<file path="config.mk">
export PLATFORM = sky130hd
export DESIGN_NAME = image_rom_reader
export DESIGN_NICKNAME = d
export VERILOG_FILES = /design/src/rtl/image_rom_reader.sv
export SDC_FILE = /design/constraint.sdc
export NUM_CORES = 1
export LEC_CHECK = 0
export CAP_MARGIN = 25
export CORE_MARGIN = 2
export CORE_UTILIZATION = 52
export CTS_CLUSTER_DIAMETER = 100
export CTS_CLUSTER_SIZE = 8
export DETAILED_ROUTE_END_ITERATION = 8
export DONT_BUFFER_PORTS = 1
export PLACE_DENSITY_LB_ADDON = 0.25
export SLEW_MARGIN = 0
export SYNTH_ARGS = -nofsm -noshare
export SYNTH_HDL_FRONTEND = slang
export SYNTH_SLANG_ARGS = --single-unit
</file>
<file path="constraint.sdc">
create_clock -name clk -period 2.77 [get_ports clk]
set_input_delay 0.4155 -clock clk [delete_from_list [all_inputs] [get_ports clk]]
set_output_delay 0.4155 -clock clk [all_outputs]
set_load 0.02 [all_outputs]
</file>
<file path="src/rtl/image_rom_reader.sv">
// image_rom_reader: streams words out of the 2048x16 image ROM as a
// valid/ready pixel stream, with credit-based issue into a return FIFO.
//
// Ports:
//   clk, reset         clock, synchronous active-high reset
//   start, base, count frame request (count 0 means 2048 words)
//   busy, done         frame in progress / one-cycle end-of-frame pulse
//   rom_ad, rom_data   registered ROM address, ROM read data
//   pix_data, pix_valid, pix_ready, pix_last   output stream
//   stop_req           only with IMAGE_READER_LOOP_EN: end looping
//
// Optional build macro IMAGE_READER_LOOP_EN: repeat the frame without a
// gap until stop_req is seen; done and pix_last mark every frame end.
module image_rom_reader #(
  parameter int ADDR_W     = 11,
  parameter int DATA_W     = 16,
  parameter int ROM_LAT    = 2,
  parameter int FIFO_DEPTH = 4
) (
  input  logic              clk,
  input  logic              reset,
  input  logic              start,
  input  logic [ADDR_W-1:0] base,
  input  logic [ADDR_W:0]   count,
`ifdef IMAGE_READER_LOOP_EN
  input  logic              stop_req,
`endif
  output logic              busy,
  output logic              done,
  output logic [ADDR_W-1:0] rom_ad,
  input  logic [DATA_W-1:0] rom_data,
  output logic [DATA_W-1:0] pix_data,
  output logic              pix_valid,
  input  logic              pix_ready,
  output logic              pix_last
);

  localparam int CW = $clog2(FIFO_DEPTH + 1);
  localparam int PW = (FIFO_DEPTH > 1) ? $clog2(FIFO_DEPTH) : 1;

  typedef enum logic [1:0] {
    S_IDLE  = 2'd0,
    S_ISSUE = 2'd1,
    S_DRAIN = 2'd2
  } state_t;

  state_t state, state_nxt;

  logic [ADDR_W-1:0] next_addr;
  logic [ADDR_W:0]   remaining;
  logic [ADDR_W:0]   cnt_eff;
  logic [ROM_LAT-1:0] vld_sr;
  logic [ROM_LAT-1:0] last_sr;
  logic [CW-1:0]     inflight;
  logic [CW-1:0]     fifo_count;
  logic [PW-1:0]     wr_ptr;
  logic [PW-1:0]     rd_ptr;
  logic [DATA_W-1:0] fifo_data [FIFO_DEPTH];
  logic [FIFO_DEPTH-1:0] fifo_last;

  logic accept_start;
  logic issue;
  logic issue_last;
  logic reload;
  logic loop_more;
  logic credit_ok;
  logic hazard;
  logic fifo_wr;
  logic fifo_rd;
  logic frame_end;
  logic [ADDR_W-1:0] reload_addr;
  logic [ADDR_W:0]   reload_cnt;

  assign cnt_eff = (count == '0) ? {1'b1, {ADDR_W{1'b0}}} : count;

`ifdef IMAGE_READER_LOOP_EN
  logic [ADDR_W-1:0] base_q;
  logic [ADDR_W:0]   count_q;
  logic              stop_seen;

  always_ff @(posedge clk) begin
    if (reset) begin
      base_q    <= '0;
      count_q   <= '0;
      stop_seen <= 1'b0;
    end else begin
      if (accept_start) begin
        base_q  <= base;
        count_q <= cnt_eff;
      end
      if (state == S_IDLE)
        stop_seen <= 1'b0;
      else if (stop_req)
        stop_seen <= 1'b1;
    end
  end

  assign loop_more   = !(stop_seen || stop_req);
  assign reload_addr = base_q;
  assign reload_cnt  = count_q;
`else
  assign loop_more   = 1'b0;
  assign reload_addr = '0;
  assign reload_cnt  = '0;
`endif

  always_comb begin
    inflight = '0;
    for (int i = 0; i < ROM_LAT; i++)
      inflight = inflight + CW'(vld_sr[i]);
  end

  assign busy      = (state != S_IDLE);
  assign pix_valid = (fifo_count != '0);
  assign pix_data  = fifo_data[rd_ptr];
  assign pix_last  = pix_valid & fifo_last[rd_ptr];

  assign fifo_wr   = vld_sr[ROM_LAT-1];
  assign fifo_rd   = pix_valid & pix_ready;
  assign frame_end = fifo_rd & pix_last;

  // Credit: every in-flight read already owns a FIFO slot.
  assign credit_ok = ({1'b0, inflight} + {1'b0, fifo_count})
                     < (CW+1)'(FIFO_DEPTH);

  // The ROM bank mux follows the live ad[MSB], so a bank change must
  // wait until no earlier read is still travelling through the ROM.
  assign hazard = (next_addr[ADDR_W-1] != rom_ad[ADDR_W-1])
                  && (inflight != '0);

  assign issue_last = (remaining == (ADDR_W+1)'(1));

  always_comb begin
    state_nxt    = state;
    accept_start = 1'b0;
    issue        = 1'b0;
    reload       = 1'b0;
    unique case (state)
      S_IDLE: begin
        // done still high means the previous frame just closed
        if (start && !done) begin
          accept_start = 1'b1;
          state_nxt    = S_ISSUE;
        end
      end
      S_ISSUE: begin
        issue = (remaining != '0) && credit_ok && !hazard;
        if (issue && issue_last) begin
          if (loop_more)
            reload = 1'b1;
          else
            state_nxt = S_DRAIN;
        end
      end
      S_DRAIN: begin
        // only the final word left anywhere in the pipe
        if (frame_end && inflight == '0
            && fifo_count == CW'(1))
          state_nxt = S_IDLE;
      end
      default: state_nxt = S_IDLE;
    endcase
  end

  always_ff @(posedge clk) begin
    if (reset) begin
      state     <= S_IDLE;
      done      <= 1'b0;
      rom_ad    <= '0;
      next_addr <= '0;
      remaining <= '0;
      vld_sr    <= '0;
      last_sr   <= '0;
    end else begin
      state <= state_nxt;
      done  <= frame_end;
      if (accept_start) begin
        next_addr <= base;
        remaining <= cnt_eff;
      end else if (issue) begin
        rom_ad <= next_addr;
        if (reload) begin
          next_addr <= reload_addr;
          remaining <= reload_cnt;
        end else begin
          next_addr <= next_addr + ADDR_W'(1);
          remaining <= remaining - (ADDR_W+1)'(1);
        end
      end
      vld_sr[0]  <= issue;
      last_sr[0] <= issue & issue_last;
      for (int i = 1; i < ROM_LAT; i++) begin
        vld_sr[i]  <= vld_sr[i-1];
        last_sr[i] <= last_sr[i-1];
      end
    end
  end

  function automatic logic [PW-1:0] ptr_inc(input logic [PW-1:0] p);
    return (p == PW'(FIFO_DEPTH - 1)) ? '0 : p + PW'(1);
  endfunction

  always_ff @(posedge clk) begin
    if (reset) begin
      wr_ptr     <= '0;
      rd_ptr     <= '0;
      fifo_count <= '0;
      fifo_last  <= '0;
      for (int i = 0; i < FIFO_DEPTH; i++)
        fifo_data[i] <= '0;
    end else begin
      if (fifo_wr) begin
        fifo_data[wr_ptr] <= rom_data;
        fifo_last[wr_ptr] <= last_sr[ROM_LAT-1];
        wr_ptr            <= ptr_inc(wr_ptr);
      end
      if (fifo_rd)
        rd_ptr <= ptr_inc(rd_ptr);
      unique case ({fifo_wr, fifo_rd})
        2'b10:   fifo_count <= fifo_count + CW'(1);
        2'b01:   fifo_count <= fifo_count - CW'(1);
        default: fifo_count <= fifo_count;
      endcase
    end
  end

  a_no_overflow: assert property (
    @(posedge clk) disable iff (reset)
    !(fifo_wr && !fifo_rd && fifo_count == CW'(FIFO_DEPTH))
  );

endmodule
</file>
# --- Word level (Yosys, flattened, before mapping) ---
# Memory sizes are Yosys's and may differ from the RTL's. A register that Yosys moved wholly into a read port is not among the register bits.
# Cells that the tools add are included.
op_classes:
  reduce_logical: 22
  add_sub_neg: 8
  bitwise_logic: 5
  order_cmp: 4
  n_mux: 30
  eq_ne: 12
op_table:
  columns: ["op", "count"]
  rows:
  - ["2-to-1 mux 12 bit", 3]
  - ["2-to-1 mux 11 bit", 2]
  - ["2-to-1 mux 16 bit", 1]
  - ["2-to-1 mux 2 bit", 8]
  - ["OR reduction 16 bit", 1]
  - ["== test 12 x 1 -> 1 bit (second input constant)", 1]
  - ["logical NOT 12 bit", 1]
  - ["nonzero test 12 bit", 1]
  - ["subtractor 12 x 1 -> 12 bit (second input constant)", 1]
  - ["adder 11 x 1 -> 11 bit (second input constant)", 1]
  - ["2-to-1 mux 1 bit", 11]
  - ["== test 2 bit (second input constant)", 4]
  - ["logical AND 1 bit", 8]
  - ["< comparator 2 x 3 -> 1 bit (second input constant)", 2]
  - ["!= test 2 bit (second input constant)", 3]
  - ["case mux 2 bit (3 select lines)", 1]
  - ["case mux 3 bit (2 select lines)", 1]
  - ["nonzero test 2 bit", 3]
  - ["nonzero test 3 bit", 2]
  - ["adder 2 x 1 -> 2 bit (second input constant)", 2]
  - ["adder 2 x 3 -> 4 bit", 1]
  - ["bitwise AND 1 bit", 4]
  - ["bitwise mux 4 bit", 1]
  - ["== test 2 x 1 -> 1 bit (second input constant)", 2]
  - ["other kinds (15)", 16]
totals:
  out_inout_bits: 31
  memories: 1
  regBits: 52
  ramBits: 64
mem_list:
  columns: ["memory", "words", "word_bits", "read_ports", "rd_clocked_by_memory_dff", "wr", "line_no", "source"]
  rows:
  - ["fifo_data", 4, 16, 1, 1, 4, "58", "logic [DATA_W-1:0] fifo_data [FIFO_DEPTH];"]

# --- Longest topological paths before layout ---
logic_depth:
  word_depth: 8
  depth_mapped: 10

# --- Worst setup path before layout ---
# OpenSTA, ideal clock, no wires.
synth_path:
  path_kind: "register -> register"
  start: "register vld_sr[1]"
  end: "register rom_ad[6]"
  path_slack_ns: 0.638
  arrival_time_ns: 2.062
  path_buffers: 3
  path_stages_with_launch: 11
  synth_period_minus_slack_ns: 2.132
  path_cell_list: "dfxtp_1 -> ha_1 -> ha_1 -> a311oi_1 -> o211a_1 -> buf_4 -> and2_4 -> buf_6 -> clkbuf_1 -> nand2_1 -> a21oi_1"
synth_via:
  elab_chain_len: 7
  word_cells_on_any_way: 10
synth_lines:
  columns: ["element", "line_no", "source"]
  rows:
  - ["from (decl)", "52", "logic [ROM_LAT-1:0] vld_sr;"]
  - ["from (signal, indexed assignment)", "193", "vld_sr[i] <= vld_sr[i-1];"]
  - ["adder 1 x 1 -> 2 bit *", "110", "inflight = inflight + CW'(vld_sr[i]);"]
  - ["adder 2 x 3 -> 4 bit or nonzero test 3 bit (tied branches)", "123, 129", null]
  - ["< comparator 4 x 3 -> 1 bit or logical AND 1 bit (tied branches)", "124, 129", null]
  - ["logical AND 1 bit or logical NOT 1 bit (tied branches)", "147", "issue = (remaining != '0) && credit_ok && !hazard;"]
  - ["logical AND 1 bit *", "147", null]
  - ["2-to-1 mux 1 bit *", "138", "unique case (state)"]
  - ["AND reduction 2 bit (no source line) *", null, null]
  - ["to (signal assigned)", "181", "rom_ad <= next_addr;"]
  - ["to (decl)", "30", "output logic [ADDR_W-1:0] rom_ad,"]
# Mark *: on every way between the ends. The rest lies on a longest branch, timed or not.
# A chain may end at the register's enable or synchronous reset.

# --- Worst setup path in the final report ---
layout_path:
  start: "register vld_sr[1]"
  end: "register remaining[4]"
layout_via:
  elab_chain_len: 7
  word_cells_on_any_way: 10
layout_lines:
  columns: ["element", "line_no", "source"]
  rows:
  - ["adder 1 x 1 -> 2 bit *", "110", null]
  - ["adder 2 x 3 -> 4 bit or nonzero test 3 bit (tied branches)", "123, 129", null]
  - ["< comparator 4 x 3 -> 1 bit or logical AND 1 bit (tied branches)", "124, 129", null]
  - ["logical AND 1 bit or logical NOT 1 bit (tied branches)", "147", null]
  - ["logical AND 1 bit *", "147", null]
  - ["2-to-1 mux 1 bit *", "138", null]
  - ["nonzero test 2 bit (no source line) *", null, null]
  - ["to (signal assigned)", "179", "remaining <= cnt_eff;"]
  - ["to (signal assigned)", "184", "remaining <= reload_cnt;"]
  - ["to (signal assigned)", "187", "remaining <= remaining - (ADDR_W+1)'(1);"]
  - ["to (decl)", "50", "logic [ADDR_W:0] remaining;"]
# Marks and branches as above.

==> qor.csv <==
stage,metric,value,unit
outcome,status,completed,
floorplanning,fp.dieW,106.9,µm
clocking,hold_buffers,1,
setup_path,startpoint_type,register,
drt,wl_met1,4766,µm
timing,rsz0062_at_grt,false,
setup_path,slowest_delay,0.41,ns
setup_path,reg2reg_from,vld_sr[1],
drt,top_layer_used,met4,
floorplanning,initial_utilization,53.54,%
drt,postRouteAntennaNets,0,
global_routing,grt_max_degree,47,
setup_path,critical-path-top-delay-family,compound AO/OA/AOI/OAI gates,
finish,n_antenna_cell,0,
timing,tns,0,ns
logic_synthesis,synth_ff_type,edfxtp_1,
timing,fin_crit,2.515,ns
hold_path,hold_start,count[7],
drt,wirelength,11320,µm
drt,first_pass_iters,6,
setup_path,worstPathCellList,"ha_1, ha_1, a311oi_1, o211a_1, nand2_1, or2_2, a311oi_1",
clocking,cts.path.max_buffers,2,
setup_path,startpoint,vld_sr[1],
run,maxCapViolations,0,
hold_path,hold_class,in -> reg,
timing,fin_worst_skew,0.005928,ns
drt,met2_length,5674,µm
logic_synthesis,synth.distinct_cells,55,
timing,slew_headroom,56.82,%
timing,min_period_over_period,90.80,%
global_routing,antenna_found_initial,0,
placement,dp_hpwl,7416,µm
finish,drive_above_1_share,14.95,%
drt,met3WireLength,671,µm
timing,setup_ws,0.2549,ns
global_routing,track_usage,20.88,%
drt,drtIter0Drc,196,
timing,fmax,397.6,MHz
placement,placed_cells_incl_taps,598,
logic_synthesis,syn_avg_cell_area,11.51,µm²
placement,dp_slack,0.2882,ns
floorplanning,ios,74,
clocking,clk_latency,0.52,ns
logic_synthesis,synth_warnings,0,
clocking,cts_tree,done,
setup_path,critPathKind,reg -> reg,
global_routing,grt_pass1_wl,18220,µm
finish,final_area,6193,µm²
logic_synthesis,synth-seq-cells,118,
setup_path,cpMaxStageDelayCell,o211a_1,
floorplanning,die_area,11420,µm²
clocking,clock-sinks,118,
clocking,clk_pin_slew,0.06,ns
global_routing,grt_remaining_overflow,0,
logic_synthesis,async_reset_ff_share,0,%
floorplanning,die_h,106.9,µm
timing,slew_violations,0,
clocking,cts_resized,0,
setup_path,worst-path-max-fanout,11,
placement,post_dp_cell_area,5605,µm²
power_and_ir_drop,p_leak,0.002252,µW
clocking,cts_buffers,17,
clocking,h-tree-depth,4,
logic_synthesis,synth-edff-count,64,
setup_path,crit_required,3.20,ns
floorplanning,core_region_area,10280,µm²
setup_path,path_buf_inv,0,
finish,num-fill-cells,865,
finish,final_cells,631,
setup_path,worstPathArrival,2.94,ns
logic_synthesis,synth_nets,538,
placement,port_buffers,0,
finish,areaGrowthSynthToFinish,12.55,%
finish,regArea,3003,µm²
drt,drc,0,
power_and_ir_drop,ir_worst_vdd,0.3733,mV
drt,routedWlPerCell,17.94,µm
placement,globalplace.congestion,0.9060,
floorplanning,rows,37,
setup_path,end_kind,register,
clocking,cts_setup_buffers,0,
finish,layout.nets,542,
power_and_ir_drop,total_power,4988,µW
timing,tightestPinTransition,0.6478,ns
power_and_ir_drop,p_per_area,805.3,nW/µm²
global_routing,grt_pass1_vias,3656,
timing,setup_viol,0,
logic_synthesis,ys_seq_area_share,54.57,%
drt,num_vias,3635,
logic_synthesis,syn_area,5503,µm²
finish,multiInputGateArea,2305,µm²
clocking,root_buffer,clkbuf_8,
logic_synthesis,synthCells,478,
drt,vias_per_cell,5.761,
timing,hold_violations,0,
routing by layer:
layer / vias up / GRT usage, %
met2: 93 / 35.53
met1: 1773 / 24.82
met3: 15 / 6.505
met5: - / 0
li1: 1754 / -
met4: 0 / 7.978
area by class of cell:
type,count,share of cell area [%]
Tap cell,136,2.747
Clock inverter,15,2.485
Multi-Input combinational cell,321,37.21
Inverter,12,0.7273
Clock buffer,17,6.687
Sequential cell,118,48.48
Timing Repair Buffer,12,1.657
stage by stage:
step	hold slack [ns]	util [%]
final	0.05399	60.26
after global routing	0.05009	60.26
after CTS	0.03404	60.26
after detailed placement	0.4220	54.54
after global placement	0.4170	54.54
after floorplan	0.4138	-
state kept, by name, summed over array words and instances (netlist names), named ones only:
register / cells
state: 2
fifo_data: 64
remaining: 12
vld_sr: 2
rom_ad: 11
done: 1
fifo_count: 3
last_sr: 2
rd_ptr: 2
wr_ptr: 2
fifo_last: 4
next_addr: 11
placed cells by master (no fill, tap or decap), drive strengths merged, types with 2 or more instances in the layout:
cell and n:
a211oi 9, a21oi 28, a311oi 8, a31oi 6, a32oi 3, and2 67, and3 5, buf 12
bufinv 2, clkbuf 17, clkinv 7, clkinvlp 3, dfxtp 54, edfxtp 64, ha 17, inv 15
mux2i 2, mux4 17, nand2 45, nand2b 2, nand3 14, nand4 7, nand4b 2, nor2 28
nor2b 2, nor3 8, nor3b 3, nor4 5, o21a 2, o21ai 3, o21bai 2, or2 5
or3 6, xnor2 2, xor2 8
where the power goes:
group / internal (µW) / switching [µW]
clock: 1280 / 795
sequential: 1970 / 112
combinational: 331 / 501
cells by family (layout without fill, tap and decap cells):
kind of cell	after synthesis	after routing	share of synthesized area, %
AND/OR/NAND/NOR	204	204	20.44
flip-flops	118	118	54.57
AO/OA/AOI/OAI	71	71	8.663
buffers and inverters	39	56	3.547
multiplexers	19	19	7.322
adder cells (fa/ha/maj)	17	17	3.865
XOR/XNOR	10	10	1.592
cells in the mapped netlist (all sizes together), types with 3 or more instances:
cell	instances	share of area, %
and2	67	7.7
edfxtp	64	35
dfxtp	54	20
nand2	45	3.1
a21oi	28	2.5
nor2	28	1.9
ha	17	3.9
mux4	17	7.0
clkbuf	16	1.1
nand3	14	1.3
inv	12	0.82
buf	11	1.6
a211oi	9	1.2
a311oi	8	1.3
nor3	8	0.73
xor2	8	1.3
nand4	7	1.1
a31oi	6	0.68
or3	6	0.73
and3	5	0.57
nor4	5	0.80
or2	5	0.57
a32oi	3	0.48
nor3b	3	0.41
o21ai	3	0.27
worst register-to-register path, delay by kind of cell, from the launching register on:
family / cells / cell delay [ns]
AO/OA/AOI/OAI: 3 / 0.97
AND/OR/NAND/NOR: 2 / 0.69
adder cells (fa/ha/maj): 2 / 0.45
flip-flops: 1 / 0.32
final timing paths:
| path | slack, ns | end | cells past startpoint |
|---|---|---|---|
| max | 0.25 | remaining[4] | 7 |
| min reg2reg | 0.43 | last_sr[1] | 1 |
| min | 0.05 | remaining[7] | 2 |
| max reg2reg | 0.25 | remaining[4] | 7 |
Note: power is estimated with default switching activity, not from simulation.
